<file path="src/rtl/muldiv_pkg.sv">
// Shared encodings for the RV32M multiply/divide unit: funct3 codes, FSM states
// and operand signedness helpers.
package muldiv_pkg;

  localparam logic [2:0] FN_MUL    = 3'd0;
  localparam logic [2:0] FN_MULH   = 3'd1;
  localparam logic [2:0] FN_MULHSU = 3'd2;
  localparam logic [2:0] FN_MULHU  = 3'd3;
  localparam logic [2:0] FN_DIV    = 3'd4;
  localparam logic [2:0] FN_DIVU   = 3'd5;
  localparam logic [2:0] FN_REM    = 3'd6;
  localparam logic [2:0] FN_REMU   = 3'd7;

  typedef enum logic [1:0] {
    ST_IDLE = 2'd0,
    ST_CALC = 2'd1,
    ST_DONE = 2'd2
  } state_t;

  function automatic logic fn_signed_a(input logic [2:0] fn);
    return (fn == FN_MUL) || (fn == FN_MULH) || (fn == FN_MULHSU) ||
           (fn == FN_DIV) || (fn == FN_REM);
  endfunction

  function automatic logic fn_signed_b(input logic [2:0] fn);
    return (fn == FN_MUL) || (fn == FN_MULH) || (fn == FN_DIV) || (fn == FN_REM);
  endfunction

endpackage

</file>
<file path="src/rtl/muldiv_datapath.sv">
// Iterative radix-2 shift-add multiplier / restoring divider sharing one
// accumulator pair, with operand magnitude conversion and result sign fixup.
module muldiv_datapath
  import muldiv_pkg::*;
#(
  parameter int WIDTH = 32,
  parameter int CNT_W = $clog2(WIDTH) + 1
) (
  input  logic             clk,
  input  logic             rst_n,
  input  logic             i_start,
  input  logic             i_step,
  input  logic [CNT_W-1:0] i_cnt,
  input  logic [2:0]       i_func,
  input  logic [WIDTH-1:0] i_a,
  input  logic [WIDTH-1:0] i_b,
  output logic             o_special,
  output logic [WIDTH-1:0] o_result
);

  logic [WIDTH:0]   r_hi;
  logic [WIDTH-1:0] r_lo;
  logic [WIDTH-1:0] r_b;
  logic [2:0]       r_func;
  logic             r_neg;
  logic             r_neg_r;
  logic [WIDTH-1:0] r_result;

  logic             w_sa, w_sb;
  logic [WIDTH-1:0] w_a_mag, w_b_mag;
  logic             w_b_zero, w_ovf;
  logic [WIDTH-1:0] w_special_res;

  assign w_sa    = fn_signed_a(i_func) & i_a[WIDTH-1];
  assign w_sb    = fn_signed_b(i_func) & i_b[WIDTH-1];
  assign w_a_mag = w_sa ? (~i_a + 1'b1) : i_a;
  assign w_b_mag = w_sb ? (~i_b + 1'b1) : i_b;

  assign w_b_zero  = (i_b == '0);
  assign w_ovf     = ((i_func == FN_DIV) || (i_func == FN_REM)) &&
                     (i_a == {1'b1, {(WIDTH-1){1'b0}}}) && (i_b == '1);
  assign o_special = i_func[2] && (w_b_zero || w_ovf);

  always_comb begin
    w_special_res = '0;
    if (w_b_zero)
      w_special_res = i_func[1] ? i_a : '1;
    else if (w_ovf)
      w_special_res = i_func[1] ? '0 : i_a;
  end

  // One iteration: multiply adds the multiplicand then shifts {hi,lo} right;
  // divide shifts the dividend into the partial remainder and trial-subtracts.
  logic [WIDTH:0]   w_sum, w_shifted, w_trial;
  logic [WIDTH:0]   w_hi_n;
  logic [WIDTH-1:0] w_lo_n;

  assign w_sum     = {1'b0, r_hi[WIDTH-1:0]} + (r_lo[0] ? {1'b0, r_b} : '0);
  assign w_shifted = {r_hi[WIDTH-1:0], r_lo[WIDTH-1]};
  assign w_trial   = w_shifted - {1'b0, r_b};

  always_comb begin
    w_hi_n = r_hi;
    w_lo_n = r_lo;
    if (!r_func[2]) begin
      w_hi_n = {1'b0, w_sum[WIDTH:1]};
      w_lo_n = {w_sum[0], r_lo[WIDTH-1:1]};
    end else if (!w_trial[WIDTH]) begin
      w_hi_n = w_trial;
      w_lo_n = {r_lo[WIDTH-2:0], 1'b1};
    end else begin
      w_hi_n = w_shifted;
      w_lo_n = {r_lo[WIDTH-2:0], 1'b0};
    end
  end

  logic [2*WIDTH-1:0] w_prod, w_prod_s;
  logic [WIDTH-1:0]   w_quo, w_rem, w_final;

  assign w_prod   = {w_hi_n[WIDTH-1:0], w_lo_n};
  assign w_prod_s = r_neg ? (~w_prod + 1'b1) : w_prod;
  assign w_quo    = r_neg ? (~w_lo_n + 1'b1) : w_lo_n;
  assign w_rem    = r_neg_r ? (~w_hi_n[WIDTH-1:0] + 1'b1) : w_hi_n[WIDTH-1:0];

  always_comb begin
    w_final = '0;
    if (r_func[2])
      w_final = r_func[1] ? w_rem : w_quo;
    else if (r_func == FN_MUL)
      w_final = w_prod_s[WIDTH-1:0];
    else
      w_final = w_prod_s[2*WIDTH-1:WIDTH];
  end

  always_ff @(posedge clk or negedge rst_n) begin
    if (!rst_n) begin
      r_hi     <= '0;
      r_lo     <= '0;
      r_b      <= '0;
      r_func   <= '0;
      r_neg    <= 1'b0;
      r_neg_r  <= 1'b0;
      r_result <= '0;
    end else if (i_start) begin
      r_hi    <= '0;
      r_lo    <= w_a_mag;
      r_b     <= w_b_mag;
      r_func  <= i_func;
      r_neg   <= w_sa ^ w_sb;
      r_neg_r <= w_sa;
      if (o_special)
        r_result <= w_special_res;
    end else if (i_step) begin
      r_hi <= w_hi_n;
      r_lo <= w_lo_n;
      if (i_cnt == CNT_W'(1))
        r_result <= w_final;
    end
  end

  assign o_result = r_result;

endmodule

</file>
<file path="src/rtl/muldiv_unit.sv">
// RV32M multiply/divide unit: IDLE/CALC/DONE control FSM with valid/ready
// handshakes and flush, around the iterative datapath.
module muldiv_unit
  import muldiv_pkg::*;
#(
  parameter int WIDTH = 32,
  parameter int CNT_W = $clog2(WIDTH) + 1
) (
  input  logic             clk,
  input  logic             rst_n,
  input  logic             inValid,
  output logic             inReady,
  input  logic [2:0]       func3,
  input  logic [WIDTH-1:0] dataA,
  input  logic [WIDTH-1:0] dataB,
  input  logic             flush,
  output logic             outValid,
  input  logic             outReady,
  output logic [WIDTH-1:0] result,
  output logic             busy
);

  state_t           r_state;
  logic [CNT_W-1:0] r_cnt;
  logic             r_in_ready;
  logic             r_out_valid;
  logic             r_busy;

  logic w_accept, w_step, w_special;

  // Flush in IDLE blocks acceptance so a killed slot never starts work.
  assign w_accept = (r_state == ST_IDLE) && inValid && !flush;
  assign w_step   = (r_state == ST_CALC) && !flush;

  muldiv_datapath #(.WIDTH(WIDTH), .CNT_W(CNT_W)) u_datapath (
    .clk       (clk),
    .rst_n     (rst_n),
    .i_start   (w_accept),
    .i_step    (w_step),
    .i_cnt     (r_cnt),
    .i_func    (func3),
    .i_a       (dataA),
    .i_b       (dataB),
    .o_special (w_special),
    .o_result  (result)
  );

  always_ff @(posedge clk or negedge rst_n) begin
    if (!rst_n) begin
      r_state     <= ST_IDLE;
      r_cnt       <= '0;
      r_in_ready  <= 1'b1;
      r_out_valid <= 1'b0;
      r_busy      <= 1'b0;
    end else begin
      case (r_state)
        ST_IDLE: begin
          if (w_accept) begin
            r_in_ready <= 1'b0;
            r_busy     <= 1'b1;
            if (w_special) begin
              r_state     <= ST_DONE;
              r_out_valid <= 1'b1;
            end else begin
              r_state <= ST_CALC;
              r_cnt   <= CNT_W'(WIDTH);
            end
          end
        end
        ST_CALC: begin
          if (flush) begin
            r_state    <= ST_IDLE;
            r_cnt      <= '0;
            r_in_ready <= 1'b1;
            r_busy     <= 1'b0;
          end else if (r_cnt == CNT_W'(1)) begin
            r_state     <= ST_DONE;
            r_cnt       <= '0;
            r_out_valid <= 1'b1;
          end else begin
            r_cnt <= r_cnt - 1'b1;
          end
        end
        ST_DONE: begin
          if (flush || outReady) begin
            r_state     <= ST_IDLE;
            r_out_valid <= 1'b0;
            r_in_ready  <= 1'b1;
            r_busy      <= 1'b0;
          end
        end
        default: begin
          r_state     <= ST_IDLE;
          r_cnt       <= '0;
          r_in_ready  <= 1'b1;
          r_out_valid <= 1'b0;
          r_busy      <= 1'b0;
        end
      endcase
    end
  end

  assign inReady  = r_in_ready;
  assign outValid = r_out_valid;
  assign busy     = r_busy;

endmodule

</file>
<file path="config.mk">
export PLATFORM = sky130hd
export DESIGN_NAME = muldiv_unit
export DESIGN_NICKNAME = d
export VERILOG_FILES = /design/src/rtl/muldiv_pkg.sv /design/src/rtl/muldiv_datapath.sv /design/src/rtl/muldiv_unit.sv
export SDC_FILE = /design/constraint.sdc
export NUM_CORES = 1
export LEC_CHECK = 0
export CORE_UTILIZATION = 60
export CTS_CLUSTER_SIZE = 8
export DETAILED_ROUTE_END_ITERATION = 7
export GPL_ROUTABILITY_DRIVEN = 1
export HOLD_SLACK_MARGIN = 0.02
export PLACE_DENSITY = 0.88
export RECOVER_POWER = 25
export SLEW_MARGIN = 20
export SYNTH_ARGS = -nofsm -noshare
export SYNTH_HDL_FRONTEND = slang
export SYNTH_HIERARCHICAL = 1
export SYNTH_SLANG_ARGS = --single-unit
export TNS_END_PERCENT = 1
</file>
<file path="constraint.sdc">
create_clock -name clk -period 6.6 [get_ports clk]
set_input_delay 0.66 -clock clk [delete_from_list [all_inputs] [get_ports clk]]
set_output_delay 0.66 -clock clk [all_outputs]
set_load 0.005 [all_outputs]
</file>
==> load_flow_metrics.sql, run 1 <==
INSERT INTO impl_metrics (metric_group, metric, value, unit) VALUES
('cells_and_area', 'post_route_cells_drive_above_1_share', '6.70', '%'),
('yosys', 'synthesis.yosys.warnings', '6', ''),
('route', 'antenna_left', '0', ''),
('clocking', 'post_cts_buffers', '0', ''),
('route', 'drt_drc_violations_left', '0', ''),
('clocking', 'clock_tree.buffer_depth', '2', ''),
('clocking', 'tritoncts_clock_tree', 'yes', ''),
('die', 'core.rowCount', '60', ''),
('job', 'max_cap_viol_count', '1', ''),
('worst_setup_path', 'timing.critical_path.arrival', '6460', 'ps'),
('placed_design', 'final_weighted_congestion_in_routability_driven_placement', '1.06', ''),
('clocking', 'worst_skew_pair.late_latency', '450', 'ps'),
('worst_hold_path', 'holdCritPathClass', 'reg2reg', ''),
('cells_and_area', 'final_net_count', '2460', ''),
('yosys', 'synth_top_area_cell', 'sky130_fd_sc_hd__dfrtp_1', ''),
('route', 'dr.pass1.iters', '7', ''),
('clocking', 'clk_transition_reported_paths', '70', 'ps'),
('yosys', 'synth-seq-cells', '144', ''),
('yosys', 'share_of_the_synthesized_area_in_the_top_cell_type', '21.6', '%'),
('timing', 'fin_ws', '470', 'ps'),
('timing', 'timing.max_slew.rel_slack', '-227', '%'),
('worst_setup_path', 'cp_data_required_time', '6930', 'ps'),
('grt', 'number_of_global_route_vias_before_repair', '17600', ''),
('yosys', 'synth-edff-count', '0', ''),
('grt', 'grt_start_max_net_pins', '111', ''),
('die', 'ios', '107', ''),
('die', 'chip_width', '168', 'µm'),
('worst_setup_path', 'timing.critical_path.slowest_cell_delay', '460', 'ps'),
('route', 'postRouteWirelength', '69400', 'µm'),
('die', 'fp.dieH', '168', 'µm'),
('grt', 'grt_antenna_before_repair', '4', ''),
('placed_design', 'dp_worst_setup_slack', '694', 'ps'),
('clocking', 'clock_sinks', '144', ''),
('clocking', 'clock_tree.htree_level_count', '4', ''),
('route', 'wl_per_cell', '26.0', 'µm'),
('die', 'die_area', '0.0283', 'mm²'),
('yosys', 'yosysSeqAreaShare', '21.7', '%'),
('outcome', 'failed_checks', 'capacitance limit, slew limit', ''),
('timing', 'final-max-slew-violation-count', '82', ''),
('outcome', 'run_status', 'finished, violations left', ''),
('timing', 'layout_min_cycle_time', '6130', 'ps'),
('placed_design', 'port-buffer-count', '106', ''),
('worst_setup_path', 'slowest_cell_on_the_critical_path', 'sky130_fd_sc_hd__nor4_1', ''),
('timing', 'worst_hold_slack', '479', 'ps'),
('clocking', 'cts_buffers', '17', ''),
('grt', 'first_pass_grt_wire_length', '104000', 'µm'),
('yosys', 'synth_cell_type_count', '107', ''),
('route', 'avgViaCountPerCell', '7.25', ''),
('clocking', 'postCtsHoldBufs', '0', ''),
('yosys', 'synthArstFlopShare', '100', '%'),
('cells_and_area', 'nFillCells', '2239', ''),
('yosys', 'syn_avg_cell_area', '7.31', 'µm²'),
('clocking', 'cts_root_buf', 'sky130_fd_sc_hd__clkbuf_16', ''),
('timing', 'setup-tns-final', '0', 'ps'),
('yosys', 'synth_fp_nets', '2416', ''),
('worst_setup_path', 'endpoint_kind', 'flop', ''),
('route', 'detail_route.iter0.violations', '3342', ''),
('timing', 'post-route-period-util', '92.9', '%'),
('grt', 'groute.usage.overall', '48.4', '%'),
('timing', 'grt_setup_unrepaired', 'no', ''),
('cells_and_area', 'area_delta_synth_final', '11.3', '%'),
('placed_design', 'dpl_cell_area', '0.0179', 'mm²'),
('timing', 'total_setup_violations_reported_at_the_end_of_the_flow', '0', ''),
('yosys', 'netlist_area', '0.0166', 'mm²'),
('worst_setup_path', 'crit_chain', 'inv_1 > ha_1 > inv_1 > fa_1 > a211oi_2 > o211ai_1 > a32o_2 > o211a_4 > nor3_4 > nor3_2 > a21oi_1 > ha_1 > inv_1 > a211oi_1 > and3_1 > nand4_1 > or3_1 > a21oi_1 > nand4_1 > nor4_1 > a41oi_1 > xor2_1 > a211oi_1 > a21oi_1', ''),
('yosys', 'synthesized_netlist_cell_count', '2271', ''),
('cells_and_area', 'non_filler_cell_area_final', '0.0185', 'mm²'),
('worst_setup_path', 'critPathMaxFanout', '7', ''),
('worst_setup_path', 'timing.critical_path.from_type', 'flop', ''),
('timing', 'fin_skew', '10.0', 'ps'),
('route', 'vias', '19400', '');
-- per-stage QoR --
step | utilization (%) | instances
after floorplan | - | 2271
after global routing | 68.4 | 2669
final | 68.4 | 2670
after detailed placement | 66.3 | 2637
after CTS | 68.4 | 2669
after global placement | 66.3 | 2637
-- layer usage --
layer,vias up,track usage (%),part of all wire (%)
met3,297,16.5,16
met5,-,0,0.032
li1,8426,-,-
met4,4,21.5,5.4
met2,1565,70.0,40
met1,9060,64.9,39
-- cell usage in the layout (no fill, tap or decap), types with 27 or more instances in the layout --
cell type,n
sky130_fd_sc_hd__xnor2_1,90
sky130_fd_sc_hd__ha_1,71
sky130_fd_sc_hd__xor2_1,83
sky130_fd_sc_hd__a21o_1,27
sky130_fd_sc_hd__buf_4,53
sky130_fd_sc_hd__a211oi_1,38
sky130_fd_sc_hd__nand4_1,41
sky130_fd_sc_hd__a21oi_1,221
sky130_fd_sc_hd__nand3_1,43
sky130_fd_sc_hd__dfrtp_1,142
sky130_fd_sc_hd__a31oi_1,27
sky130_fd_sc_hd__nor3_1,56
sky130_fd_sc_hd__o31ai_1,40
sky130_fd_sc_hd__or3_1,32
sky130_fd_sc_hd__nor2_1,265
sky130_fd_sc_hd__and2_1,48
sky130_fd_sc_hd__inv_1,75
sky130_fd_sc_hd__mux2i_1,58
sky130_fd_sc_hd__nand2_1,242
sky130_fd_sc_hd__clkdlybuf4s50_1,105
sky130_fd_sc_hd__o21ai_0,169
-- sequential cells by signal (all words and copies together), names as in the netlist --
register             flops
u_datapath/o_result     32
u_datapath/r_b          32
u_datapath/r_hi         32
u_datapath/r_lo         32
r_cnt                    6
u_datapath/r_func        3
r_state                  2
busy                     1
inReady                  1
outValid                 1
u_datapath/r_neg         1
u_datapath/r_neg_r       1
-- final timing paths --
kind | startpoint | depth (start not counted) | endpoint | slack, ps
setup reg to reg | u_datapath/r_lo[31]$_DFFE_PN0P_ | 24 | u_datapath/o_result[30]$_DFFE_PN0P_ | 470
min in group asynchronous | rst_n | 1 | u_datapath/o_result[17]$_DFFE_PN0P_ | 1970
setup / recovery | u_datapath/r_lo[31]$_DFFE_PN0P_ | 24 | u_datapath/o_result[30]$_DFFE_PN0P_ | 470
hold / removal | u_datapath/o_result[15]$_DFFE_PN0P_ | 2 | u_datapath/o_result[15]$_DFFE_PN0P_ | 480
hold reg to reg | u_datapath/o_result[15]$_DFFE_PN0P_ | 2 | u_datapath/o_result[15]$_DFFE_PN0P_ | 480
max in group asynchronous | rst_n | 1 | u_datapath/r_func[2]$_DFFE_PN0P_ | 1180
-- worst max-delay path: cells and delay by family, from the launching register on --
family / cells / cell delay [ps]
flops: 1 / 430
buf+inv: 3 / 190
simple gates: 7 / 1810
xor+xnor: 1 / 200
fa+ha+maj: 3 / 820
compound gates: 10 / 2570
-- layout make-up --
type / instances / area [µm²] / share of cell area (%)
multi-input cells: 1914 / 12100 / 65.6
inverters: 78 / 294 / 1.59
well taps: 341 / 427 / 2.31
repair buffers: 160 / 1460 / 7.92
clock buffers: 18 / 439 / 2.38
flip-flops and latches: 144 / 3610 / 19.5
diodes: 1 / 2.50 / 0.0135
clock inverters: 14 / 121 / 0.657
-- kinds of logic (layout without fill, tap and decap cells) --
logic type,count (synthesis),in the layout,share of synthesized area (%)
and+or+nand+nor,864,864,25.0
xor gates and xnor gates,173,173,9.13
AOI/OAI and AO/OA,735,735,29.0
adders and majority gates,73,73,5.59
other,0,1,0
DFF,144,144,21.7
buffers and inverters,213,270,5.35
muxes,69,69,4.24
Power of run 1 is left out: the tool's default activity adds up to more than one toggle a clock period on the data nets, which glitch-free logic cannot reach.
==> run 2: changes to the inputs <==
--- a/config.mk
+++ b/config.mk
@@ -5,12 +5,12 @@
 export SDC_FILE = /design/constraint.sdc
 export NUM_CORES = 1
 export LEC_CHECK = 0
-export CORE_UTILIZATION = 60
+export CORE_UTILIZATION = 25
 export CTS_CLUSTER_SIZE = 8
 export DETAILED_ROUTE_END_ITERATION = 7
 export GPL_ROUTABILITY_DRIVEN = 1
 export HOLD_SLACK_MARGIN = 0.02
-export PLACE_DENSITY = 0.88
+export PLACE_DENSITY = 0.47
 export RECOVER_POWER = 25
 export SLEW_MARGIN = 20
 export SYNTH_ARGS = -nofsm -noshare
==> load_flow_metrics.sql, run 2 (synthesis gave the netlist of run 1 again) <==
INSERT INTO impl_metrics (metric_group, metric, value, unit) VALUES
('outcome', 'run_status', 'finished, violations left', ''),
('outcome', 'failed_checks', 'capacitance limit, slew limit', ''),
('route', 'antenna_left', '0', ''),
('clocking', 'clk_transition_reported_paths', '70', 'ps'),
('worst_hold_path', 'hold_path_startpoint', 'u_datapath/o_result[0]$_DFFE_PN0P_', ''),
('die', 'ios', '107', ''),
('worst_setup_path', 'reg_to_reg_startpoint', 'u_datapath/r_lo[0]$_DFFE_PN0P_', ''),
('cells_and_area', 'layout.cells.most_common_list', 'sky130_fd_sc_hd__nor2_1, sky130_fd_sc_hd__nand2_1, sky130_fd_sc_hd__a21oi_1, sky130_fd_sc_hd__o21ai_0, sky130_fd_sc_hd__dfrtp_1', ''),
('route', 'wl_per_cell', '25.0', 'µm'),
('route', 'dr.pass1.iters', '6', ''),
('die', 'chip_width', '260', 'µm'),
('worst_setup_path', 'timing.critical_path.arrival', '6590', 'ps'),
('grt', 'grt_start_max_net_pins', '82', ''),
('cells_and_area', 'area_delta_synth_final', '15.7', '%'),
('cells_and_area', 'ff_latch_area', '0.00361', 'mm²'),
('grt', 'grt_antenna_before_repair', '4', ''),
('die', 'core.rowCount', '94', ''),
('clocking', 'clock_tree.buffer_depth', '2', ''),
('route', 'drt_drc_violations_left', '0', ''),
('worst_hold_path', 'terminating_pin_of_the_worst_hold_path', 'u_datapath/o_result[0]$_DFFE_PN0P_', ''),
('die', 'initial_util', '25.3', '%'),
('grt', 'first_pass_grt_wire_length', '118000', 'µm'),
('worst_setup_path', 'r2r_slack', '390', 'ps'),
('cells_and_area', 'mostFrequentLayoutCell', 'sky130_fd_sc_hd__nor2_1', ''),
('timing', 'total_setup_violations_reported_at_the_end_of_the_flow', '0', ''),
('placed_design', 'final_weighted_congestion_in_routability_driven_placement', '0.961', ''),
('clocking', 'postCtsHoldBufs', '0', ''),
('clocking', 'cts_root_buf', 'sky130_fd_sc_hd__clkbuf_16', ''),
('route', 'avgViaCountPerCell', '5.68', ''),
('clocking', 'tritoncts_clock_tree', 'yes', ''),
('worst_hold_path', 'holdCritPathClass', 'reg2reg', ''),
('timing', 'grt_setup_unrepaired', 'no', ''),
('timing', 'final-max-slew-violation-count', '96', ''),
('clocking', 'cts_buffers', '17', ''),
('cells_and_area', 'multi_input_area', '0.0121', 'mm²'),
('route', 'postRouteWirelength', '80100', 'µm'),
('cells_and_area', 'nFillCells', '7158', ''),
('timing', 'setup-tns-final', '0', 'ps'),
('grt', 'number_of_global_route_vias_before_repair', '17200', ''),
('worst_setup_path', 'endpoint_kind', 'flop', ''),
('worst_hold_path', 'hold-path-cell-count', '2', ''),
('placed_design', 'place.detailed.hpwl', '63600', 'µm'),
('cells_and_area', 'final_net_count', '2468', ''),
('worst_setup_path', 'depth_of_the_worst_register_to_register_path', '17', ''),
('timing', 'layout_min_cycle_time', '6210', 'ps'),
('timing', 'timing.max_slew.rel_slack', '-99.8', '%'),
('route', 'detail_route.iter0.violations', '1915', ''),
('die', 'fp.dieH', '260', 'µm'),
('clocking', 'worst_skew_pair.late_latency', '500', 'ps'),
('clocking', 'clock_sinks', '144', ''),
('grt', 'grt.overflow.total', '0', ''),
('worst_setup_path', 'worst-setup-path-type', 'reg2reg', ''),
('timing', 'fin_skew', '14.6', 'ps'),
('timing', 'worst_slew_pin_slew', '3000', 'ps'),
('worst_setup_path', 'critPathMaxFanout', '24', ''),
('worst_setup_path', 'timing.critical_path.from_type', 'flop', ''),
('grt', 'groute.usage.overall', '23.7', '%'),
('timing', 'clock.fmax', '161', 'MHz'),
('worst_setup_path', 'reg2reg_to', 'u_datapath/o_result[28]$_DFFE_PN0P_', ''),
('worst_setup_path', 'cp_data_required_time', '6970', 'ps'),
('cells_and_area', 'antenna_cells', '0', ''),
('timing', 'post-route-period-util', '94.2', '%'),
('die', 'die_area', '0.0674', 'mm²'),
('route', 'vias', '18200', ''),
('job', 'max_cap_viol_count', '2', ''),
('die', 'core-area', '0.0657', 'mm²'),
('cells_and_area', 'post_route_cells_drive_above_1_share', '7.02', '%'),
('clocking', 'clock_tree.htree_level_count', '4', ''),
('timing', 'final-hold-violation-count', '0', ''),
('placed_design', 'port-buffer-count', '106', '');
-- run 2: changes by cell type in the layout (fill, tap and decap cells not counted), moves of 2 or more --
cell,delta
sky130_fd_sc_hd__buf_4,+8
sky130_fd_sc_hd__inv_6,-3
sky130_fd_sc_hd__clkbuf_1,+2
sky130_fd_sc_hd__clkbuf_8,+2
sky130_fd_sc_hd__dfrtp_1,-2
sky130_fd_sc_hd__dfrtp_2,+2
sky130_fd_sc_hd__inv_8,-2
-- run 2: how the worst max path moves through the flow --
stage                     slack [ps]                                   to                             from  cells past startpoint
after detailed placement         270  u_datapath/o_result[19]$_DFFE_PN0P_   u_datapath/r_lo[0]$_DFFE_PN0P_                     17
after global placement           250  u_datapath/o_result[19]$_DFFE_PN0P_   u_datapath/r_lo[0]$_DFFE_PN0P_                     17
after global routing              30  u_datapath/o_result[30]$_DFFE_PN0P_  u_datapath/r_lo[31]$_DFFE_PN0P_                     25
final                            390  u_datapath/o_result[28]$_DFFE_PN0P_   u_datapath/r_lo[0]$_DFFE_PN0P_                     17
after floorplan                 1070  u_datapath/o_result[18]$_DFFE_PN0P_  u_datapath/r_lo[31]$_DFFE_PN0P_                     25
after CTS                        250  u_datapath/o_result[19]$_DFFE_PN0P_   u_datapath/r_lo[0]$_DFFE_PN0P_                     17
-- run 2: stage by stage --
step | cell area (µm²) | hold slack [ps] | std cells | worst slack (ps) | utilization [%]
4_1_cts | 19200 | 93.4 | 3200 | 250 | 29.2
6_report | 19200 | 481 | 3200 | 385 | 29.2
5_1_grt | 19200 | 491 | 3200 | 32.6 | 29.2
3_5_place_dp | 18600 | 465 | 3168 | 272 | 28.3
2_1_floorplan | 16600 | 364 | 2271 | 1070 | -
3_3_place_gp | 18600 | 472 | 3168 | 247 | 28.3
-- run 2: critical path: stages, from the launching register on --
cell and delay [ps]:
sky130_fd_sc_hd__dfrtp_2 590, sky130_fd_sc_hd__and2_1 230, sky130_fd_sc_hd__ha_1 220, sky130_fd_sc_hd__fa_1 440, sky130_fd_sc_hd__a211oi_1 280, sky130_fd_sc_hd__o21ai_1 260, sky130_fd_sc_hd__a31oi_1 280, sky130_fd_sc_hd__buf_4 180
sky130_fd_sc_hd__xnor2_1 250, sky130_fd_sc_hd__nor4_1 870, sky130_fd_sc_hd__nand3_1 150, sky130_fd_sc_hd__o211ai_1 320, sky130_fd_sc_hd__nand4_1 390, sky130_fd_sc_hd__or3_4 480, sky130_fd_sc_hd__o41ai_1 460, sky130_fd_sc_hd__xor2_1 110
sky130_fd_sc_hd__a221oi_1 490, sky130_fd_sc_hd__nor2_1 80
-- run 2: cell type report --
class                      instances  area share, %
clock buffer                      21           2.45
tap                              864           5.63
inverter                          78           1.53
sequential                       144           18.8
multi-input combinational       1914           63.2
clock inverter                    11          0.554
timing repair buffer             168           7.89
-- run 2: per-layer routing --
layer  vias up  wire [µm]  GRT usage (%)
met1      8871      37700           33.7
met2       747      35400           36.6
li1       8438          -              -
met5         -         13              0
met4         2       1990           7.14
met3       102       5040           3.39
-- run 2: timing repair --
item	4_1_cts	5_1_grt
hold endpoints to repair	0	0
resized for setup	0	1
setup buffers	0	0
endpoints found under the setup margin	0	3
Power of run 2 is left out for the same reason.
==> RTL edit 1, RTL diff (config.mk and constraints of run 2) <==
`WIDTH` is set to 32 in 2 places; all go to 16.
--- a/src/rtl/muldiv_datapath.sv
+++ b/src/rtl/muldiv_datapath.sv
@@ -3,7 +3,7 @@
 module muldiv_datapath
   import muldiv_pkg::*;
 #(
-  parameter int WIDTH = 32,
+  parameter int WIDTH = 16,
   parameter int CNT_W = $clog2(WIDTH) + 1
 ) (
   input  logic             clk,
--- a/src/rtl/muldiv_unit.sv
+++ b/src/rtl/muldiv_unit.sv
@@ -3,7 +3,7 @@
 module muldiv_unit
   import muldiv_pkg::*;
 #(
-  parameter int WIDTH = 32,
+  parameter int WIDTH = 16,
   parameter int CNT_W = $clog2(WIDTH) + 1
 ) (
   input  logic             clk,
Interface: changed (resized dataA, dataB and result); port bits go from 107 to 59. No check against the original RTL was run, so the function may have changed too.
==> RTL edit 1 against run 2 <==
- the flow still finishes with violations (capacitance limit, slew limit)
- sequential cell count down 65
- utilization down 0.19 points
- count of clock-buffer cells in the layout down 10
- wire length down 61%
- worst setup slack better by 1.1 ns
- final area down 49%
- synthesized area down 48%
- highest routed layer is now met4
==> RTL edit 1: results (changes against run 2) <==
| Metric | Value |
|---|---|
| Worst slack, placed | 1.575 ns (was 0.2723 ns) |
| Area of combinational cells with multiple inputs | 0.006060 mm² (was 0.01213 mm²) |
| CTS H-tree lvls | 3 (was 4) |
| Weighted congestion reported at the end of routability-driven placement | 0.9259 (was 0.9612) |
| Transition time at the pin with the least slew margin | 2.953 ns (was 2.997 ns) |
| Detail Placement HPWL | 23.57 mm (was 63.55 mm) |
| Placed instance count | 1564 (was 3168) |
| Met3 demand-to-capacity share in global routing | 1.707% (was 3.392%) |
| Max-cap violations | 2 (unchanged) |
| Portion of netlist area occupied by mux cells | 4.989% (was 4.243%) |
| Slowest cell delay on critical path | 0.45 ns (was 0.87 ns) |
| Post-synthesis sequential area ratio | 23.06% (was 21.71%) |
| Worst-Skew Late Latency | 0.36 ns (was 0.50 ns) |
| Clk_skew | 0.01381 ns (was 0.01464 ns) |
| Length of routed met2 wiring | 14.12 mm (was 35.37 mm) |
| Non-clock buffering overhead in the final layout | 6.691% (was 7.893%) |
| Met2 usage | 28.15% (was 36.64%) |
| Met1 GRT Util | 25.26% (was 33.73%) |
| Post-synth net total | 1186 (was 2416) |
| Clock buffer cells | 11 (was 21) |
| Vias in the first global route | 8095 (was 17160) |
| Via-per-instance ratio | 5.314 (was 5.675) |
| Failing checks | capacitance limit, slew limit (unchanged) |
| Number of antenna violations at the first check in global routing | 0 (was 4) |
| Slew Limit Fails | 82 (was 96) |
| Largest delay contributor family on the critical path | compound AO/OA/AOI/OAI gates (was simple AND/OR/NAND/NOR gates) |
| Total of plain and repair buffers excluding clock buffers | 69 (was 168) |
| Synth Area in Compound Gates | 28.34% (was 29.02%) |
| Count of input and output buffers | 58 (was 106) |
| Pin count of the biggest net entering global routing | 68 (was 82) |
| Largest cells by area after synthesis | sky130_fd_sc_hd__dfrtp_1 (23%), sky130_fd_sc_hd__a21oi_1 (6.9%), sky130_fd_sc_hd__ha_1 (5.7%) (was sky130_fd_sc_hd__dfrtp_1 (22%), sky130_fd_sc_hd__a21oi_1 (6.7%), sky130_fd_sc_hd__nor2_1 (6.0%)) |
| Vias post-DR | 8396 (was 18160) |
| Post-synthesis average cell area | 7.762 µm² (was 7.310 µm²) |
| Clock-cell share of area | 3.243% (was 3.002%) |
| Cell variety after synth | 96 (was 107) |
| Fraction of area in multi-input gates | 62.08% (was 63.15%) |
| Non-clock inverter count | 51 (was 78) |
| Status | complete, but fails checks (unchanged) |
| DRC marker count from the first detailed-route iteration | 687 (was 1915) |
| Most frequent cells after synthesis | sky130_fd_sc_hd__nor2_1 (126), sky130_fd_sc_hd__a21oi_1 (119), sky130_fd_sc_hd__nand2_1 (86) (was sky130_fd_sc_hd__nor2_1 (265), sky130_fd_sc_hd__nand2_1 (242), sky130_fd_sc_hd__a21oi_1 (221)) |
| Total GRT Usage | 17.88% (was 23.69%) |
| Highest-delay cell along the critical path | sky130_fd_sc_hd__a2111oi_1 (was sky130_fd_sc_hd__nor4_1) |
| Num sequential | 79 (was 144) |
RTL edit 1: cell count changes after synthesis, sizes merged, moves of 51 or more:
cell,delta
nand2,-156
nor2,-137
a21oi,-104
o21ai,-93
dfrtp,-65
xor2,-51
RTL edit 1: power by group:
part / internal [µW] / total (µW) / leakage (µW) / switching, µW
logic: 1660 / 4450 / 0.00270 / 2790
registers: 705 / 1060 / 0.000953 / 352
clock network: 334 / 583 / 0.000146 / 250
total: 2700 / 6090 / 0.00380 / 3390
RTL edit 1: final timing paths:
check | startpoint | endpoint | slack (ns) | depth (start not counted)
setup / recovery | u_datapath/r_lo[15] | u_datapath/o_result[10] | 1.45 | 19
hold / removal | inReady | inReady | 0.47 | 2
setup reg to reg | u_datapath/r_lo[15] | u_datapath/o_result[10] | 1.45 | 19
hold reg to reg | inReady | inReady | 0.47 | 2
max in group asynchronous | rst_n | u_datapath/r_func[2] | 2.02 | 2
min in group asynchronous | rst_n | r_cnt[2] | 0.80 | 1
==> RTL edit 2, RTL diff (settings of run 2) <==
Without the edit above. Reset style: synchronous (`rst_n`), changed in 2 clocked blocks.
--- a/src/rtl/muldiv_datapath.sv
+++ b/src/rtl/muldiv_datapath.sv
@@ -92,7 +92,7 @@
       w_final = w_prod_s[2*WIDTH-1:WIDTH];
   end
 
-  always_ff @(posedge clk or negedge rst_n) begin
+  always_ff @(posedge clk) begin
     if (!rst_n) begin
       r_hi     <= '0;
       r_lo     <= '0;
--- a/src/rtl/muldiv_unit.sv
+++ b/src/rtl/muldiv_unit.sv
@@ -45,7 +45,7 @@
     .o_result  (result)
   );
 
-  always_ff @(posedge clk or negedge rst_n) begin
+  always_ff @(posedge clk) begin
     if (!rst_n) begin
       r_state     <= ST_IDLE;
       r_cnt       <= '0;
Check against the original RTL: differs if rst_n is asserted again (counterexample within 4 cycles, from zero or initial values and one cycle with rst_n low); with rst_n held inactive, the same outputs for 4 cycles.
==> RTL edit 2 against run 2 <==
- via count shrank 1.7%
- wire length decreased by 5.5%
- critical endpoint is now u_datapath/o_result[30]
- critical path type unchanged
- fmax increased by 7.1%
- synthesized area fell by 4.0%
- critical path depth unchanged
- final area is 3.8% lower
- sequential cell count did not move
- non-clock buffer count down 15
- worst setup slack improved by 0.41 ns
- synthesized cell count shrank 1.3%
Power is left out: it rests on default switching activity, and per cell area and clock period it moved more than threefold.
==> RTL edit 2: results (changes against run 2) <==
| Metric | Value |
|---|---|
| Status | finished clean (was complete, but fails checks) |
| Largest cells by area after synthesis | sky130_fd_sc_hd__dfxtp_1 (18%), sky130_fd_sc_hd__nor2_1 (6.9%), sky130_fd_sc_hd__a21oi_1 (6.1%) (was sky130_fd_sc_hd__dfrtp_1 (22%), sky130_fd_sc_hd__a21oi_1 (6.7%), sky130_fd_sc_hd__nor2_1 (6.0%)) |
| Weighted congestion reported at the end of routability-driven placement | 0.9913 (was 0.9612) |
| Met3 demand-to-capacity share in global routing | 4.266% (was 3.392%) |
| Cell variety after synth | 114 (was 107) |
| Met2 usage | 35.98% (was 36.64%) |
| Slew Limit Fails | 0 (was 96) |
| Via-per-instance ratio | 5.686 (was 5.675) |
| Type of the worst min-delay path | reg2reg (unchanged) |
| Post-synthesis sequential area ratio | 18.09% (was 21.71%) |
| Per-cell routed wire length | 24.12 µm (was 25.04 µm) |
| Highest-delay cell along the critical path | sky130_fd_sc_hd__nor3_1 (was sky130_fd_sc_hd__nor4_1) |
| Worst slack, placed | 0.9369 ns (was 0.2723 ns) |
| DRC marker count from the first detailed-route iteration | 1860 (was 1915) |
| Post-synth net total | 2387 (was 2416) |
| Layout Nets | 2425 (was 2468) |
| Slowest cell delay on critical path | 0.73 ns (was 0.87 ns) |
| Fraction of synthesis flops using an asynchronous set or reset pin | 0% (was 100.0%) |
| Fraction of final layout cells with drive strength greater than 1 | 6.934% (was 7.021%) |
| Vias in the first global route | 16610 (was 17160) |
| Global-route wire length before repair | 111.1 mm (was 117.7 mm) |
| Largest delay contributor family on the critical path | compound AO/OA/AOI/OAI gates (was simple AND/OR/NAND/NOR gates) |
| Maximum net fanout on the critical path | 18 (was 24) |
| Number of antenna violations at the first check in global routing | 1 (was 4) |
| Prevailing post-synth register cell | sky130_fd_sc_hd__dfxtp_1 (was sky130_fd_sc_hd__dfrtp_1) |
| Most frequent cells after synthesis | sky130_fd_sc_hd__nor2_1 (294), sky130_fd_sc_hd__a21oi_1 (195), sky130_fd_sc_hd__nand2_1 (190) (was sky130_fd_sc_hd__nor2_1 (265), sky130_fd_sc_hd__nand2_1 (242), sky130_fd_sc_hd__a21oi_1 (221)) |
| Pin count of the biggest net entering global routing | 156 (was 82) |
| Total GRT Usage | 23.20% (was 23.69%) |
[RTL edit 2: cell types whose count changed in the layout (fill, tap and decap cells not counted), sizes merged, moves of 16 or more]
cell                  run 2  this run
nor2                    265       297
mux2i                    58        74
a211oi                   42        97
dlygate4sd3               1        37
dfrtp                   143         0
dfxtp                     0       144
nand2                   243       191
a21oi                   224       199
clkdlybuf4s50           104        69
[RTL edit 2: final cells by class]
class                           instances  area [µm²]
Clock buffer                           17       425.4
Clock inverter                         15       187.7
Fill cell                            6908       44490
Multi-Input combinational cell       1887       12200
Sequential cell                       144        2888
Inverter                               77       290.3
Timing Repair Buffer                  153        1426
Tap cell                              846        1059
[RTL edit 2: path summary, 6_finish.rpt]
check / from / to / slack [ns] / cells after the start
hold reg to reg: u_datapath/o_result[9] / u_datapath/o_result[9] / 0.46 / 2
hold / removal: u_datapath/o_result[9] / u_datapath/o_result[9] / 0.46 / 2
setup reg to reg: u_datapath/r_lo[0] / u_datapath/o_result[30] / 0.80 / 17
setup / recovery: u_datapath/r_lo[0] / u_datapath/o_result[30] / 0.80 / 17
[RTL edit 2: kinds of logic after synthesis]
family	share of synthesized area, %
simple gates	24.77
compound gates	31.96
buf+inv	5.419
xor+xnor	8.851
flops	18.09
mux	5.073
fa+ha+maj	5.827
[RTL edit 2: worst min-delay path: stages (launching register included)]
cell and delay [ns]:
sky130_fd_sc_hd__dfxtp_1 0.33, sky130_fd_sc_hd__nand2_1 0.05, sky130_fd_sc_hd__o41ai_1 0.05
[RTL edit 2: metal layers]
layer / vias to the layer above / wire length (µm)
met5: - / 10
met4: 2 / 2094
met3: 88 / 5841
met2: 764 / 33530
met1: 8646 / 34230
li1: 8347 / -
[RTL edit 2: stage by stage]
stage	cells	cell area, µm²	hold slack, ns
2_1_floorplan	2242	15930	0.4442
3_3_place_gp	3107	17870	0.4520
3_5_place_dp	3107	17870	0.4469
4_1_cts	3139	18480	0.4682
5_1_grt	3139	18480	0.4859
6_report	3139	18480	0.4568
